===== config.mk =====
export PLATFORM = sky130hd
export DESIGN_NAME = lcd_timing_gen
export DESIGN_NICKNAME = d
export VERILOG_FILES = /design/src/rtl/lcd_timing_pkg.sv /design/src/rtl/lcd_timing_gen_sync_delay_line.sv /design/src/rtl/lcd_timing_gen.sv
export SDC_FILE = /design/constraint.sdc
export NUM_CORES = 1
export LEC_CHECK = 0
export ABC_AREA = 1
export CAP_MARGIN = 20
export CORE_ASPECT_RATIO = 0.6
export CORE_MARGIN = 5
export CORE_UTILIZATION = 35
export CTS_CLUSTER_SIZE = 25
export DETAILED_ROUTE_END_ITERATION = 12
export GPL_TIMING_DRIVEN = 0
export PLACE_DENSITY = 0.66
export SETUP_SLACK_MARGIN = 0.05
export SYNTH_ARGS = -nofsm -noshare
export SYNTH_HDL_FRONTEND = slang
export SYNTH_SLANG_ARGS = --single-unit

===== constraint.sdc =====
create_clock -name PixelClk -period 2.55 [get_ports PixelClk]
set_input_delay 0.51 -clock PixelClk [delete_from_list [all_inputs] [get_ports PixelClk]]
set_output_delay 0.51 -clock PixelClk [all_outputs]
set_load 0.02 [all_outputs]

===== src/rtl/lcd_timing_pkg.sv =====
// Shared timing constants and colour values for the 800x480 RGB565 panel.
// Renderers import the same colours for their backgrounds.
package lcd_timing_pkg;

  localparam int LCD_H_SYNC   = 1;
  localparam int LCD_H_BP     = 182;
  localparam int LCD_H_ACTIVE = 800;
  localparam int LCD_H_FP     = 210;
  localparam int LCD_V_SYNC   = 5;
  localparam int LCD_V_BP     = 0;
  localparam int LCD_V_ACTIVE = 480;
  localparam int LCD_V_FP     = 45;
  localparam int LCD_PIPE_LAT = 1;

  // 16-bit {R[4:0], G[5:0], B[4:0]}
  localparam logic [15:0] COLOR_WHITE   = 16'hFFFF;
  localparam logic [15:0] COLOR_BLACK   = 16'h0000;
  localparam logic [15:0] COLOR_RED     = 16'hF800;
  localparam logic [15:0] COLOR_YELLOW  = 16'hFFE0;
  localparam logic [15:0] COLOR_CYAN    = 16'h07FF;
  localparam logic [15:0] COLOR_GREEN   = 16'h07E0;
  localparam logic [15:0] COLOR_MAGENTA = 16'hF81F;
  localparam logic [15:0] COLOR_BLUE    = 16'h001F;

  typedef enum logic [1:0] {PH_SYNC, PH_BP, PH_ACTIVE, PH_FP} phase_t;

  // Decode a counter value into its phase; zero-length phases never match.
  function automatic phase_t phase_of(input logic [15:0] cnt, input int sync_len,
                                      input int bp_len, input int act_len);
    int c;
    c = int'(cnt);
    if (c < sync_len)                       return PH_SYNC;
    else if (c < sync_len + bp_len)         return PH_BP;
    else if (c < sync_len + bp_len + act_len) return PH_ACTIVE;
    else                                    return PH_FP;
  endfunction

  // Colour-bar order, left to right.
  function automatic logic [15:0] bar_color(input logic [2:0] idx);
    case (idx)
      3'd0:    return COLOR_WHITE;
      3'd1:    return COLOR_YELLOW;
      3'd2:    return COLOR_CYAN;
      3'd3:    return COLOR_GREEN;
      3'd4:    return COLOR_MAGENTA;
      3'd5:    return COLOR_RED;
      3'd6:    return COLOR_BLUE;
      default: return COLOR_BLACK;
    endcase
  endfunction

endpackage


===== src/rtl/lcd_timing_gen_sync_delay_line.sv =====
// sync_delay_line: WIDTH x DEPTH shift register, async reset to RESET_VAL.
// DEPTH=0 degenerates to a plain wire.
module sync_delay_line #(
  parameter int               WIDTH     = 1,
  parameter int               DEPTH     = 1,
  parameter logic [WIDTH-1:0] RESET_VAL = '0
) (
  input  logic             clk,
  input  logic             rst_n,
  input  logic [WIDTH-1:0] d,
  output logic [WIDTH-1:0] q
);

  generate
    if (DEPTH == 0) begin : g_wire
      assign q = d;
    end else begin : g_shift
      logic [WIDTH-1:0] stage [DEPTH];

      // Shift one stage per clock; reset loads every stage with RESET_VAL
      always_ff @(posedge clk or negedge rst_n) begin
        if (!rst_n) begin
          for (int i = 0; i < DEPTH; i++) stage[i] <= RESET_VAL;
        end else begin
          stage[0] <= d;
          for (int i = 1; i < DEPTH; i++) stage[i] <= stage[i-1];
        end
      end

      assign q = stage[DEPTH-1];
    end
  endgenerate

endmodule


===== src/rtl/lcd_timing_gen.sv =====
// lcd_timing_gen: timing master for the RGB565 LCD. Produces renderer
// coordinates, re-aligns the returned colour with DE/HSYNC/VSYNC across the
// renderer latency, and drives the panel pins.
// Optional build macro LCD_TEST_PATTERN_EN: replace rgb_in with 8 colour bars.
module lcd_timing_gen
  import lcd_timing_pkg::*;
#(
  parameter int H_SYNC   = LCD_H_SYNC,
  parameter int H_BP     = LCD_H_BP,
  parameter int H_ACTIVE = LCD_H_ACTIVE,
  parameter int H_FP     = LCD_H_FP,
  parameter int V_SYNC   = LCD_V_SYNC,
  parameter int V_BP     = LCD_V_BP,
  parameter int V_ACTIVE = LCD_V_ACTIVE,
  parameter int V_FP     = LCD_V_FP,
  parameter int PIPE_LAT = LCD_PIPE_LAT
) (
  input  logic        PixelClk,
  input  logic        nRST,
  output logic [15:0] PixelCount,
  output logic [15:0] LineCount,
  output logic        line_start,
  output logic        frame_start,
  input  logic [4:0]  rgb_in_R,
  input  logic [5:0]  rgb_in_G,
  input  logic [4:0]  rgb_in_B,
  output logic        LCD_DEN,
  output logic        LCD_HSYNC,
  output logic        LCD_VSYNC,
  output logic [4:0]  LCD_R,
  output logic [5:0]  LCD_G,
  output logic [4:0]  LCD_B
);

  localparam int H_TOTAL     = H_SYNC + H_BP + H_ACTIVE + H_FP;
  localparam int V_TOTAL     = V_SYNC + V_BP + V_ACTIVE + V_FP;
  localparam int H_ACT_START = H_SYNC + H_BP;
  localparam int V_ACT_START = V_SYNC + V_BP;

  // run is low until the first edge after reset so that edge holds hcnt=0.
  logic        run;
  logic [15:0] hcnt, vcnt, hcnt_nxt, vcnt_nxt;
  phase_t      h_ph, v_ph;
  logic        de_raw, hs_raw, vs_raw;
  logic [2:0]  ctrl_del;
  logic [15:0] pix;

  // Next counter values and the phases they fall in
  always_comb begin
    hcnt_nxt = hcnt;
    vcnt_nxt = vcnt;
    if (run) begin
      if (hcnt == 16'(H_TOTAL - 1)) begin
        hcnt_nxt = '0;
        vcnt_nxt = (vcnt == 16'(V_TOTAL - 1)) ? '0 : vcnt + 16'd1;
      end else begin
        hcnt_nxt = hcnt + 16'd1;
      end
    end
    h_ph = phase_of(hcnt_nxt, H_SYNC, H_BP, H_ACTIVE);
    v_ph = phase_of(vcnt_nxt, V_SYNC, V_BP, V_ACTIVE);
  end

  // Counters plus coordinate/raw-sync registers, all in the same cycle
  always_ff @(posedge PixelClk or negedge nRST) begin
    if (!nRST) begin
      run         <= 1'b0;
      hcnt        <= '0;
      vcnt        <= '0;
      PixelCount  <= 16'(H_ACTIVE);
      LineCount   <= 16'(V_ACTIVE);
      de_raw      <= 1'b0;
      hs_raw      <= 1'b0;
      vs_raw      <= 1'b0;
      line_start  <= 1'b0;
      frame_start <= 1'b0;
    end else begin
      run         <= 1'b1;
      hcnt        <= hcnt_nxt;
      vcnt        <= vcnt_nxt;
      PixelCount  <= (h_ph == PH_ACTIVE) ? hcnt_nxt - 16'(H_ACT_START) : 16'(H_ACTIVE);
      LineCount   <= (v_ph == PH_ACTIVE) ? vcnt_nxt - 16'(V_ACT_START) : 16'(V_ACTIVE);
      de_raw      <= (h_ph == PH_ACTIVE) && (v_ph == PH_ACTIVE);
      hs_raw      <= (h_ph == PH_SYNC);
      vs_raw      <= (v_ph == PH_SYNC);
      line_start  <= (h_ph == PH_ACTIVE) && (v_ph == PH_ACTIVE) &&
                     (hcnt_nxt == 16'(H_ACT_START));
      frame_start <= (h_ph == PH_ACTIVE) && (v_ph == PH_ACTIVE) &&
                     (hcnt_nxt == 16'(H_ACT_START)) && (vcnt_nxt == 16'(V_ACT_START));
    end
  end

  // Control bits are kept active-high in the delay so a cleared line is idle.
  sync_delay_line #(.WIDTH(3), .DEPTH(PIPE_LAT), .RESET_VAL(3'b000)) u_ctrl_delay (
    .clk   (PixelClk),
    .rst_n (nRST),
    .d     ({de_raw, hs_raw, vs_raw}),
    .q     (ctrl_del)
  );

`ifdef LCD_TEST_PATTERN_EN
  localparam int BAR_W = (H_ACTIVE / 8 > 0) ? H_ACTIVE / 8 : 1;
  logic [2:0]  bar_idx;
  logic [15:0] bar_raw, bar_del;

  // Bar colour from the current coordinate; blanking maps to black
  always_comb begin
    bar_idx = 3'd7;
    if (PixelCount < 16'(H_ACTIVE)) bar_idx = 3'(PixelCount / 16'(BAR_W));
    bar_raw = bar_color(bar_idx);
  end

  sync_delay_line #(.WIDTH(16), .DEPTH(PIPE_LAT), .RESET_VAL(16'h0000)) u_bar_delay (
    .clk   (PixelClk),
    .rst_n (nRST),
    .d     (bar_raw),
    .q     (bar_del)
  );

  assign pix = bar_del;
`else
  assign pix = {rgb_in_R, rgb_in_G, rgb_in_B};
`endif

  // Panel output register: syncs are active-low, colour forced black outside DE
  always_ff @(posedge PixelClk or negedge nRST) begin
    if (!nRST) begin
      LCD_DEN   <= 1'b0;
      LCD_HSYNC <= 1'b1;
      LCD_VSYNC <= 1'b1;
      LCD_R     <= '0;
      LCD_G     <= '0;
      LCD_B     <= '0;
    end else begin
      LCD_DEN   <= ctrl_del[2];
      LCD_HSYNC <= ~ctrl_del[1];
      LCD_VSYNC <= ~ctrl_del[0];
      if (ctrl_del[2]) {LCD_R, LCD_G, LCD_B} <= pix;
      else             {LCD_R, LCD_G, LCD_B} <= 16'h0000;
    end
  end

endmodule


==> results of run 1 <==
worst paths after layout:
check / startpoint / to / slack (ns)
max in group asynchronous: nRST / PixelCount[5]$_DFF_PN1_ / 1.68
min: nRST / LineCount[10]$_DFF_PN0_ / 0.18
max reg2reg: vcnt[1]$_DFF_PN0_ / frame_start$_DFF_PN0_ / 0.02
min reg2reg: vs_raw$_DFF_PN0_ / u_ctrl_delay.q[0]$_DFF_PN0_ / 0.35
min in group PixelClk: vs_raw$_DFF_PN0_ / u_ctrl_delay.q[0]$_DFF_PN0_ / 0.35
max: vcnt[1]$_DFF_PN0_ / frame_start$_DFF_PN0_ / 0.02
registers in the layout, summed over array words and instances (netlist names), 3 cells and up:
register,flops
PixelCount,16
LCD_B,5
LineCount,16
hcnt,16
vcnt,16
LCD_R,5
LCD_G,6
u_ctrl_delay.q,3
cells in the final DEF, fill, tap and decap left out, drive strengths merged:
| cell | count |
|---|---|
| a21oi | 5 |
| dfstp | 9 |
| nor3 | 14 |
| nor4 | 1 |
| buf | 29 |
| clkdlybuf4s50 | 69 |
| o21bai | 1 |
| clkinvlp | 1 |
| nand2 | 193 |
| dfrtp | 83 |
| nor3b | 1 |
| ha | 7 |
| and3 | 1 |
| clkbuf | 11 |
| or2 | 1 |
| inv | 108 |
| nor2 | 88 |
| o21ai | 15 |
| clkinv | 9 |
| xor2 | 5 |
| nand3 | 60 |
| nand4 | 17 |
| conb | 10 |
| a21boi | 1 |
critical path, stage by stage (launching register included):
cell     delay (ns)
dfrtp_2        0.45
inv_1          0.06
ha_1           0.18
nand3_1        0.08
nor2_1         0.05
nand2_1        0.17
nand2_1        0.13
o21ai_4        0.19
inv_2          0.07
ha_4           0.17
inv_4          0.05
nand3_4        0.09
nand2_4        0.10
nor2_4         0.04
nand3_2        0.09
nand2_4        0.07
nor2_8         0.16
buf_12         0.14
nand3_4        0.07
nor2_2         0.08
power by group through the flow:
| stage | Clock, mW | Sequential, mW | Combinational (mW) |
|---|---|---|---|
| after floorplan | 0 | 1.69 | 0.596 |
| after global placement | 0 | 1.68 | 0.874 |
| after detailed placement | 0 | 1.68 | 0.897 |
| after CTS | 1.29 | 1.65 | 0.974 |
| after global routing | 1.36 | 1.67 | 1.16 |
| final | 1.26 | 1.66 | 1.04 |
cell type report:
cell class              instances  area (um2)
fillers                      1309        7160
flip-flops and latches         92        2320
multi-input cells             420        2290
repair buffers                 91         888
inverters                     110         422
well taps                     192         240
clock buffers                   9         225
plain buffers                   9        63.8
clock inverters                 7        51.3
repair inverters                1        5.00
routing by layer:
layer  vias up  GRT usage
li1       2127          -
met1      1947      0.241
met2       146      0.196
met3         9     0.0533
met4         0     0.0253
met5         -          0
cells by family after synthesis:
logic type / count (synthesis) / share of synthesized area
xor gates and xnor gates: 5 / 0.00897
and+or+nand+nor: 376 / 0.374
other: 2 / 0.00154
adders and majority gates: 7 / 0.0179
buffers and inverters: 119 / 0.0976
DFF: 92 / 0.474
AOI/OAI and AO/OA: 22 / 0.0266
stage by stage:
stage	util	hold slack, ns
floorplan	-	0.214
finish	0.476	0.181
global placement	0.428	0.331
detailed placement	0.430	0.339
CTS	0.461	0.207
global route	0.476	0.234
timing repair:
action | CTS | global route
gates resized for setup | 16 | 31
hold buffers | 0 | 0
endpoints found under the setup margin | 18 | 25
pin swaps | 7 | 11
gates cloned | 0 | 1
setup buffers | 11 | 9
==> out/metrics.yaml, run 1 <==
grt_max_degree: 49
drcViolationCount: 0
min_period_over_period: 0.992
worstPathArrival_ns: 2.81
cp_max_fo: 6
ys_warn_count: 0
yosysTopAreaCell: "dfrtp_1"
dpl_cell_area_um2: 5880
max_cap_violations: 0
p_total_mw: 3.96
relSlewSlack: 0.572
cts_buffers: 9
die_h_um: 101
worstSetupStartpointType: "flip-flop"
combPwrFrac: 0.264
fin_tns_setup_ns: 0
drt_first_pass_iters: 5
clock_latency_ns: 0.34
gp_congestion: 0.848
wl_met1_mm: 6.45
drv_slew: 0
coreArea_um2: 13700
synth_top_area_share: 0.425
io_pins: 71
antenna_found_initial: 0
synthCells: 623
final_cells: 931
vias: 4229
highest_layer: "met4"
rsz0062_at_grt: "true"
grt_usage: 0.152
dp_slack_ns: -0.297
fp.dieArea_um2: 16500
layout_min_cycle_time_ns: 2.53
setup_viol: 0
drtIter0Drc: 302
syn_to_final_growth_pct: 33.2
finalHoldViolCount: 0
critPathKind: "reg2reg"
drtAntennaViolNets: 0
clockBufferDepth: 2
synthTopCellsByArea: "dfrtp_1 (43%), nand2_1 (13%), inv_1 (7.2%)"
grt_pass1_vias: 3822
pwr-share-seq: 0.418
grt-ovfl-total: 0
endpoint_kind: "flip-flop"
setup_ws_ns: 0.0197
finClkSkew_ns: 0.00895
htree_levels: 3
async_flop_share: 1.00
wl_mm: 12.3
diodes: 0
yosysMostFrequentCell: "nand2_1"
wl_met2_mm: 4.61
ir_drop_uv: 388
switchingPower_mw: 1.34
p_clk_frac: 0.318
rows: 33
status: "complete, no violations"
drt-vias-per-instance: 4.54
p_int_mw: 2.61
grt_pass1_wl_mm: 19.7
hpwl_mm: 9.00
cp.required_ns: 2.83
yosysSeqAreaShare: 0.474
root_buffer: "clkbuf_16"
start_util: 0.357
path_clk_slew_ns: 0.07
clkSinkCount: 92
p_leak_nw: 3.31
synth_area_um2: 4880
clock.fmax_mhz: 395
drive_above_1_share: 0.214
hp-class: "in2async"
io_buffers: 70
die_w_um: 162
placed_cells: 894
swShare: 0.340
postLayoutCellArea_um2: 6500
ys_ff_latch: 92
ff2ff_path_depth: 19
synth_commonest_cells: "nand2_1 (175), inv_1 (94), dfrtp_1 (83)"
fin_nets: 759
synthFlopType: "dfrtp_1"
dr_wl_met3_mm: 1.13
power_density_nw_per_um2: 608
wl_per_cell_um: 13.2
ys_types: 38
worst_pin_slew_ns: 0.642
synth_edf_count: 0
syn_area_per_cell_um2: 7.84
cts_tree: "built"
(Power assumes the default switching activity.)
==> run 2: changes to the inputs <==
--- a/config.mk
+++ b/config.mk
@@ -10,6 +10,7 @@
 export CORE_ASPECT_RATIO = 0.6
 export CORE_MARGIN = 5
 export CORE_UTILIZATION = 35
+export CTS_CLUSTER_DIAMETER = 150
 export CTS_CLUSTER_SIZE = 25
 export DETAILED_ROUTE_END_ITERATION = 12
 export GPL_TIMING_DRIVEN = 0
==> results of run 2 <==
Final layout, timing and power as in run 1 (identical DEF).
